<file path="src/rtl/pipelined_adder.sv">
`default_nettype none
// ============================================================================
// Module      : pipelined_adder
// Description : N-bit add/subtract, split into STAGES equal carry-chain
//               chunks. The pipeline uses valid/ready handshakes and stalls
//               globally. Define PIPE_ADDER_OVF_EN to add the signed-overflow
//               output ovf.
// Revision    : 1.0 - initial release
// ============================================================================
module pipelined_adder #(
    parameter int N      = 16,
    parameter int STAGES = 4
) (
    input  logic         clk,
    input  logic         rst_n,
    input  logic         in_valid,
    output logic         in_ready,
    input  logic [N-1:0] a,
    input  logic [N-1:0] b,
    input  logic         c_in,
    input  logic         sub,
    output logic         out_valid,
    input  logic         out_ready,
    output logic [N-1:0] s,
    output logic         c_out
`ifdef PIPE_ADDER_OVF_EN
    ,
    output logic         ovf
`endif
);

    localparam int c_W = N / STAGES;

    logic              w_en;
    logic [N-1:0]      w_b_eff;

    // Per-stage sources: the module inputs for stage 0, otherwise the
    // previous stage register.
    logic [N-1:0]      w_src_a [STAGES];
    logic [N-1:0]      w_src_b [STAGES];
    logic [N-1:0]      w_src_s [STAGES];
    logic [STAGES-1:0] w_src_c;
    logic [STAGES-1:0] w_src_v;
    logic [c_W:0]      w_sum   [STAGES];

    logic [N-1:0]      r_a [STAGES];
    logic [N-1:0]      r_b [STAGES];
    logic [N-1:0]      r_s [STAGES];
    logic [STAGES-1:0] r_c;
    logic [STAGES-1:0] r_v;

    // A full output slot that is not being taken freezes the whole pipe.
    assign w_en     = !r_v[STAGES-1] || out_ready;
    assign in_ready = w_en;
    assign w_b_eff  = sub ? ~b : b;

    for (genvar j = 0; j < STAGES; j++) begin : g_stage
        if (j == 0) begin : g_first
            assign w_src_a[j] = a;
            assign w_src_b[j] = w_b_eff;
            assign w_src_s[j] = '0;
            assign w_src_c[j] = c_in;
            assign w_src_v[j] = in_valid;
        end else begin : g_next
            assign w_src_a[j] = r_a[j-1];
            assign w_src_b[j] = r_b[j-1];
            assign w_src_s[j] = r_s[j-1];
            assign w_src_c[j] = r_c[j-1];
            assign w_src_v[j] = r_v[j-1];
        end

        assign w_sum[j] = {1'b0, w_src_a[j][j*c_W +: c_W]}
                        + {1'b0, w_src_b[j][j*c_W +: c_W]}
                        + {{c_W{1'b0}}, w_src_c[j]};

        // Operands ride along unchanged; only this stage's sum chunk is new.
        always_ff @(posedge clk or negedge rst_n) begin
            if (!rst_n) begin
                r_v[j] <= 1'b0;
                r_c[j] <= 1'b0;
                r_a[j] <= '0;
                r_b[j] <= '0;
                r_s[j] <= '0;
            end else if (w_en) begin
                r_v[j] <= w_src_v[j];
                r_c[j] <= w_sum[j][c_W];
                r_a[j] <= w_src_a[j];
                r_b[j] <= w_src_b[j];
                r_s[j] <= w_src_s[j];
                r_s[j][j*c_W +: c_W] <= w_sum[j][c_W-1:0];
            end
        end
    end

    assign out_valid = r_v[STAGES-1];
    assign s         = r_s[STAGES-1];
    assign c_out     = r_c[STAGES-1];

`ifdef PIPE_ADDER_OVF_EN
    logic w_ovf;
    logic r_ovf;

    // Carry into the MSB is recovered as a ^ b ^ sum at that bit.
    assign w_ovf = w_src_a[STAGES-1][N-1] ^ w_src_b[STAGES-1][N-1]
                 ^ w_sum[STAGES-1][c_W-1] ^ w_sum[STAGES-1][c_W];

    always_ff @(posedge clk or negedge rst_n) begin
        if (!rst_n) begin
            r_ovf <= 1'b0;
        end else if (w_en) begin
            r_ovf <= w_ovf;
        end
    end

    assign ovf = r_ovf;
`endif

endmodule
`default_nettype wire

</file>
<file path="config.mk">
export PLATFORM = sky130hd
export DESIGN_NAME = pipelined_adder
export DESIGN_NICKNAME = d
export VERILOG_FILES = /design/src/rtl/pipelined_adder.sv
export SDC_FILE = /design/constraint.sdc
export NUM_CORES = 1
export LEC_CHECK = 0
export ABC_AREA = 0
export CORE_UTILIZATION = 50
export DETAILED_ROUTE_END_ITERATION = 10
export DONT_BUFFER_PORTS = 1
export HOLD_SLACK_MARGIN = 0.12
export PLACE_DENSITY_LB_ADDON = 0.2
export SLEW_MARGIN = 15
export SYNTH_ARGS = -nofsm -noshare
export SYNTH_HDL_FRONTEND = slang
export SYNTH_SLANG_ARGS = --single-unit
</file>
<file path="constraint.sdc">
create_clock -name clk -period 1.76 [get_ports clk]
set_input_delay 0.264 -clock clk [delete_from_list [all_inputs] [get_ports clk]]
set_output_delay 0.264 -clock clk [all_outputs]
set_load 0.01 [all_outputs]
</file>
== After elaboration in Yosys (flattened, before gate mapping) ==
Index checks and enable logic that the tools add are counted.
Word-level totals
  bits in registers: 144
  bits in latches: 0
  memory bits (writable): 0
  bits in read-only memories: 0
  output and inout bits: 19
  word-level logic and storage cells: 30
  memories: 0
Cells by class
  $add $sub $neg: 8
  multipliers: 0
  div/mod/pow operators: 0
  magnitude comparators: 0
  equal/unequal tests: 0
  shift-type cells: 0
  multiplexer cells: 1
  bitwise logic cells: 1
  reduce and logical (&&, ||, !) cells: 2
Operators by type and width (count)
  4-bit by 4-bit adder with 5-bit output: 4
  5-bit by 1-bit adder with 5-bit output: 4
  16-bit two-way mux: 1
  16-bit inverter: 1
  1-bit zero test: 1
  1-bit logical OR: 1

== Depth between registers and ports, before layout ==
Gate-level depths: netlist (run 1).
  word-level depth: 4
  mapped depth: 9
  gate-level depth less buffers: 7

== Worst setup path before layout (run 1) ==
Ideal clock, no wire load.
  path type: input to register
  start: in sub
  end: reg r_c[0]
  setup time: 0.128 ns
  arrival time: 1.762 ns
  path slack: -0.131 ns
  stages: 9
  buffers on the path: 2
  cells stage by stage: buf_4 -> buf_4 -> xnor2_1 -> fa_1 -> inv_1 -> fa_1 -> a21o_1 -> a21oi_1 -> a21oi_1
On the way
  word-level cells in the longest chain between the ends: 3
RTL lines
  start: declaration: RTL line 21  | input logic sub,
  16-bit two-way mux: RTL line 55  | assign w_b_eff = sub ? ~b : b;
  4-bit by 4-bit adder with 5-bit output: RTL line 73  | + {1'b0, w_src_b[j][j*c_W +: c_W]}
  5-bit by 1-bit adder with 5-bit output: RTL line 74  | + {{c_W{1'b0}}, w_src_c[j]};
  end signal: indexed assignment: RTL line 86  | r_c[j] <= w_sum[j][c_W];
  end: declaration: RTL line 49  | logic [STAGES-1:0] r_c;
Every way passes these cells.
A chain may end at the register's enable or synchronous reset.

== Worst setup path after layout (run 1) ==
  start: reg r_c[1]
  end: reg r_c[2]
On the way
  word-level cells in the longest chain between the ends: 1
RTL lines (RTL line)
  5-bit by 1-bit adder with 5-bit output: 74
Every way passes these cells.

==> flow_metrics.env, run 1 <==
export IMPL_fp_dieW_um=95.3
export IMPL_finalPower_mw=8.09
export IMPL_avgSynthCellArea_sq_um=9.36
export IMPL_viasPerCell=4.84
export IMPL_area_delta_synth_final_pct=14.1
export IMPL_outcome="finished with violations"
export IMPL_synth_cells=465
export IMPL_switchingPower_mw=2.84
export IMPL_fin_skew_ns=0.00929
export IMPL_synth_fp_nets=523
export IMPL_start_util_pct=52.4
export IMPL_synth_cell_type_count=21
export IMPL_vias=2877
export IMPL_dpl_hpwl_um=4690
export IMPL_fin_hold_ws_ns=-0.419
export IMPL_seqPwrFrac_pct=47.8
export IMPL_syn_area_sq_um=4350
export IMPL_violations="negative hold slack"
export IMPL_synth_top_area_share_pct=55.2
export IMPL_cts_made_buffers=9
export IMPL_grt_pass1_vias=2877
export IMPL_numPortBuffers=0
export IMPL_drc=0
export IMPL_timing_final_ws_setup_ns=0.0828
export IMPL_p_per_area_nw_per_um2=1630
export IMPL_grtUsageMet1_pct=24.1
export IMPL_fin_crit_ns=1.68
export IMPL_io_pins=57
export IMPL_combPwrFrac_pct=32.2
export IMPL_ant_nets=0
export IMPL_endpoint_kind="flip-flop"
export IMPL_die_area_sq_um=9080
export IMPL_netlist_top_cells_count="nand2_1 (217), dfrtp_1 (96), buf_4 (27), o21ai_1 (18), xnor2_1 (14)"
export IMPL_ys_seq_elements=96
export IMPL_cts_htree_levels=3
export IMPL_maxCapViolations=0
export IMPL_yosys_most_used_dff="dfrtp_1"
export IMPL_max_freq_mhz=596
export IMPL_cts_tree="yes"
export IMPL_hold_buffers=37
export IMPL_synth_edff_count=0
export IMPL_synth_most_common_cell="nand2_1"
export IMPL_critPathLaunchType="flip-flop"
export IMPL_nets=542
export IMPL_routed_wl_um=7450
export IMPL_min_path_type="in2async"
export IMPL_layoutNonFillerInstCount=594
export IMPL_crit_fanout=2
export IMPL_cts_buffer_depth=2
export IMPL_clock_latency_ns=0.37
export IMPL_leakagePower_nw=2.49
export IMPL_clkPwrFrac_pct=20.0
export IMPL_grt_pass1_wl_um=12700
export IMPL_cpMaxStageDelayCell="dfrtp_1"
export IMPL_finalSetupViolations=0
export IMPL_post_place_ws_ns=-0.0535
export IMPL_clk_pin_slew_ns=0.09
export IMPL_required_ns=2.01
export IMPL_setup_worst_path_start="r_c[1]"
export IMPL_p_int_mw=5.24
export IMPL_worst_pin_slew_ns=0.326
export IMPL_async_reset_ff_share_pct=100
export IMPL_timing_final_max_slew_violations=0
export IMPL_final_hold_viol_count=96
export IMPL_wl_per_cell_um=12.5
export IMPL_cts_root_buf="clkbuf_8"
export IMPL_drt_pass1_iter_count=4
export IMPL_antenna_found_initial=0
export IMPL_drive_gt1_share_pct=6.95
export IMPL_core_sq_um=8300
export IMPL_gp_congestion=0.759
export IMPL_grt_total_usage_pct=18.5
export IMPL_worstPathArrival_ns=1.93
export IMPL_yosysTopAreaCell="dfrtp_1"
export IMPL_grt_most_used_layer="met2"
export IMPL_grt_max_degree=97
export IMPL_swShare_pct=35.2
export IMPL_clkSinkCount=96
export IMPL_row_count=33
export IMPL_ys_seq_area_share_pct=55.2
export IMPL_slew_limit_headroom_pct=78.2
export IMPL_path_class="reg2reg"
export IMPL_n_antenna_cell=0
export IMPL_final_period_utilization_pct=95.3
export IMPL_grt_use_met2_pct=29.3
export IMPL_die_y_um=95.3
export IMPL_drt_iter0_drc=89
export IMPL_placed_cells=538
export IMPL_rr_worst_depth=5
export IMPL_rr_startpoint="r_c[1]"
export IMPL_slowest_delay_ns=0.41
export IMPL_yosys_warnings=0
export IMPL_synth_area_leaders="dfrtp_1 (55%), nand2_1 (19%), buf_4 (4.7%), fa_1 (3.7%), ha_1 (3.5%)"
export IMPL_grt_overflow_total=0
export IMPL_cp_cell_sequence="fa_2 -> fa_2 -> a21o_1 -> a21oi_1 -> a21oi_1"
export IMPL_ir_worst_vdd_uv=764
export IMPL_gr_usage_met3_pct=4.63
==> cells by family (layout without fill, tap and decap cells) <==
logic type,after synthesis,count (layout),synth area share [%]
compound gates,45,45,5.75
xor+xnor,22,22,4.43
fa+ha+maj,20,20,7.13
buf+inv,49,73,6.87
flops,96,96,55.2
simple gates,233,233,20.6
==> through the flow <==
stage / instance area (sq um) / util [%] / setup TNS (ns) / hold slack [ns]
floorplan: 4380 / - / -0.0290 / -0.0316
global placement: 4340 / 52.3 / -0.0132 / -0.0295
detailed placement: 4340 / 52.3 / -0.0535 / -0.0297
CTS: 4940 / 59.6 / 0 / -0.444
global route: 4960 / 59.8 / -0.00580 / -0.445
finish: 4960 / 59.8 / 0 / -0.419
==> registers in the layout, indices dropped and copies added, names as in the netlist <==
register   count
c_out          1
r_c            3
out_valid      1
r_v            3
r_a           24
s             16
r_b           24
r_s           24
==> layout by cell type (no fill, tap or decap) <==
cell / instances
ha_1: 12
dlygate4sd3_1: 37
inv_1: 10
o21a_1: 2
a21oi_1: 13
buf_12: 4
xor2_2: 1
xor2_1: 7
o21ai_0: 6
inv_2: 1
xnor2_1: 13
buf_4: 5
o21ai_1: 18
inv_6: 1
nor3_1: 1
nor2b_4: 1
xnor2_2: 1
fa_2: 4
nor2b_1: 3
nand2b_1: 1
dfrtp_1: 96
a21o_1: 5
clkinv_4: 1
o31ai_2: 1
nor2_1: 10
clkbuf_8: 10
fa_1: 4
clkinv_2: 1
clkinvlp_4: 1
bufinv_16: 2
nand2_1: 217
==> worst paths after layout <==
kind                       slack, ns      end
hold reg to reg                 0.47     s[8]
min in group clk                0.21  r_s[49]
setup reg to reg                0.08   r_c[2]
max in group asynchronous       2.01  r_s[21]
setup / recovery                0.08   r_c[2]
hold / removal                 -0.42  r_a[62]
==> area by class of cell <==
| class | instances | area [sq um] |
|---|---|---|
| Clock inverter | 6 | 90.1 |
| Clock buffer | 10 | 138 |
| Inverter | 11 | 41.3 |
| Tap cell | 105 | 131 |
| Sequential cell | 96 | 2400 |
| Fill cell | 729 | 3330 |
| Timing Repair Buffer | 46 | 488 |
| Multi-Input combinational cell | 320 | 1670 |
==> power by group through the flow <==
stage,Combinational [mW],Clock [mW],Sequential (mW)
2_1_floorplan,2.40,0,3.65
3_3_place_gp,2.39,0,3.88
3_5_place_dp,2.49,0,3.92
4_1_cts,2.60,1.68,3.88
5_1_grt,3.04,1.75,3.99
6_report,2.61,1.62,3.86
==> per-layer routing <==
| layer | wire length [um] | share of wire, % |
|---|---|---|
| met4 | 137 | 1.8 |
| met3 | 355 | 4.8 |
| met1 | 3550 | 48 |
| met5 | 0 | 0 |
| met2 | 3400 | 46 |
==> what timing repair did <==
item                                    CTS  global route
endpoints found under the hold margin   121            96
resized for setup                         2             0
pin swaps                                 0             1
setup buffers                             0             3
endpoints found under the setup margin    1             1
==> worst max-delay path, delay by kind of cell (launching register included) <==
family / cells / cell delay [ns]
flops: 1 / 0.41
compound gates: 3 / 0.39
fa+ha+maj: 2 / 0.77
(Power assumes the default switching activity.)
==> run 2: changes to the inputs <==
--- a/config.mk
+++ b/config.mk
@@ -6,7 +6,9 @@
 export NUM_CORES = 1
 export LEC_CHECK = 0
 export ABC_AREA = 0
-export CORE_UTILIZATION = 50
+export CELL_PAD_IN_SITES_DETAIL_PLACEMENT = 1
+export CELL_PAD_IN_SITES_GLOBAL_PLACEMENT = 2
+export CORE_UTILIZATION = 35
 export DETAILED_ROUTE_END_ITERATION = 10
 export DONT_BUFFER_PORTS = 1
 export HOLD_SLACK_MARGIN = 0.12
==> run 2 against run 1 <==
Compared with the run above: the run still ends with negative hold slack left; via count down 0.97%; fmax down 1.3%; global-route usage down 3.1 points; routed wire length up 16%; sequential power about the same; clock power up 22%; power up 4.7%; combinational power about the same; flip-flop and latch count unchanged; first-iteration DRC count up 65%; largest cell class unchanged; sequential share of layout area down 0.85 points; critical endpoint unchanged; design area up 1.8%.
==> flow_metrics.env, run 2 (same netlist as run 1, synthesis figures left out) <==
export IMPL_p_int_mw=5.49
export IMPL_clk_pin_slew_ns=0.07
export IMPL_hold_buffers=35
export IMPL_cp_cell_sequence="fa_2 -> fa_2 -> a21o_1 -> a21oi_1 -> a21oi_1"
export IMPL_drt_pass1_iter_count=4
export IMPL_ir_worst_vdd_uv=514
export IMPL_grt_pass1_vias=3073
export IMPL_finalSetupTns_ns=0
export IMPL_min_path_type="in2async"
export IMPL_die_area_sq_um=12900
export IMPL_gp_congestion=0.687
export IMPL_slew_limit_headroom_pct=75.5
export IMPL_grt_pass1_wl_um=15400
export IMPL_outcome="finished with violations"
export IMPL_cts_htree_levels=3
export IMPL_rrSetupSlack_ns=0.06
export IMPL_max_freq_mhz=589
export IMPL_start_util_pct=36.1
export IMPL_clkPwrFrac_pct=23.3
export IMPL_n_antenna_cell=0
export IMPL_p_per_area_nw_per_um2=1680
export IMPL_cts_made_buffers=9
export IMPL_vias=2849
export IMPL_required_ns=1.98
export IMPL_final_period_utilization_pct=96.5
export IMPL_row_count=40
export IMPL_grt_overflow_total=0
export IMPL_path_buf_inv=0
export IMPL_final_hold_viol_count=96
export IMPL_area_delta_synth_final_pct=16.2
export IMPL_violations="negative hold slack"
export IMPL_fin_hold_ws_ns=-0.393
export IMPL_fill_cells=1375
export IMPL_layout_common_cells="nand2_1 (217), dfrtp_1 (96), dlygate4sd3_1 (35)"
export IMPL_placed_cells=601
export IMPL_path_delay_family="adder cells"
export IMPL_wl_per_cell_um=13.2
export IMPL_fp_dieW_um=113
export IMPL_viasPerCell=4.36
export IMPL_fin_skew_ns=0.00569
export IMPL_drc=0
export IMPL_cpMaxStageDelayCell="fa_2"
export IMPL_antenna_found_initial=0
export IMPL_slowest_delay_ns=0.42
export IMPL_swShare_pct=35.2
export IMPL_reg_top3="r_a x24, r_b x24, r_s x24"
export IMPL_final_common_cell="nand2_1"
export IMPL_timing_final_max_slew_violations=0
export IMPL_maxCapViolations=0
export IMPL_numPortBuffers=0
export IMPL_finalSetupViolations=0
export IMPL_ant_nets=0
export IMPL_dpl_hpwl_um=5300
export IMPL_crit_fanout=2
export IMPL_nets=538
export IMPL_routed_wl_um=8640
export IMPL_clock_latency_ns=0.34
export IMPL_cts_tree="yes"
export IMPL_drive_gt1_share_pct=6.60
export IMPL_drt_iter0_drc=147
export IMPL_switchingPower_mw=2.98
export IMPL_combPwrFrac_pct=30.7
export IMPL_core_sq_um=12100
export IMPL_grt_max_degree=97
export IMPL_regArea_sq_um=2400
export IMPL_worstPathArrival_ns=1.92
export IMPL_critPathLaunchType="flip-flop"
export IMPL_path_class="reg2reg"
export IMPL_worst_pin_slew_ns=0.367
export IMPL_endpoint_kind="flip-flop"
export IMPL_fin_crit_ns=1.70
export IMPL_multi_input_area_sq_um=1670
export IMPL_cts_buffer_depth=2
export IMPL_layoutNonFillerInstCount=653
export IMPL_leakagePower_nw=2.50
export IMPL_io_pins=57
export IMPL_cts_root_buf="clkbuf_16"
export IMPL_die_y_um=113
export IMPL_seqPwrFrac_pct=46.0
export IMPL_grt_total_usage_pct=15.3
export IMPL_clkSinkCount=96
export IMPL_rsz0062_at_grt="no"
[run 2: cell types whose count changed in the layout (fill, tap and decap cells not counted)]
cell,change
clkbuf_16,+9
clkbuf_8,-9
clkinv_2,+3
buf_12,-2
dlygate4sd3_1,-2
bufinv_16,-1
clkinvlp_4,-1
inv_6,-1
[run 2: power by group through the flow]
stage	sequential (mW)	clock (mW)	combinational [mW]
after global placement	3.91	0	2.45
final	3.89	1.97	2.60
after floorplan	3.65	0	2.40
after detailed placement	3.94	0	2.56
after CTS	3.91	2.05	2.67
after global routing	4.05	2.13	3.09
[run 2: layout make-up]
type,instances,area share [%]
Sequential cell,96,47.5
Tap cell,168,4.16
Inverter,11,0.817
Timing Repair Buffer,42,8.47
Multi-Input combinational cell,320,33.1
Clock inverter,6,1.16
Clock buffer,10,4.73
[run 2: path summary, 6_finish.rpt]
kind / from / end / depth (start not counted)
max: r_b[40] / r_c[2] / 5
min: rst_n / s[1] / 0
max reg2reg: r_b[40] / r_c[2] / 5
min reg2reg: r_a[47] / r_a[47] / 2
max in group asynchronous: rst_n / r_b[46] / 0
min in group clk: b[8] / r_b[56] / 2
[run 2: what timing repair did]
action | CTS | global route
setup endpoints to repair | 2 | 2
resized for setup | 1 | 1
endpoints found under the hold margin | 120 | 96
buffers inserted | 0 | 1
pin swaps | 1 | 0
gates cloned | 0 | 0
[run 2: metal layers]
layer / up-vias / part of all wire [%] / global-route usage (%)
li1: 1453 / - / -
met1: 1344 / 52 / 22.0
met2: 40 / 43 / 22.0
met3: 12 / 3.2 / 3.29
met4: 0 / 2.1 / 7.37
met5: - / 0 / 0
[run 2: metrics by stage]
step           instance area [sq um]  total power, mW  hold slack (ns)  util [%]  setup WS [ns]
2_1_floorplan                   4380             6.05          -0.0316         -        -0.0290
3_3_place_gp                    4390             6.36          -0.0295      36.4        0.00378
3_5_place_dp                    4390             6.49          -0.0295      36.4        -0.0389
4_1_cts                         5040             8.62           -0.407      41.8        0.00283
5_1_grt                         5050             9.27           -0.409      41.9        0.00162
6_report                        5050             8.47           -0.393      41.9         0.0616
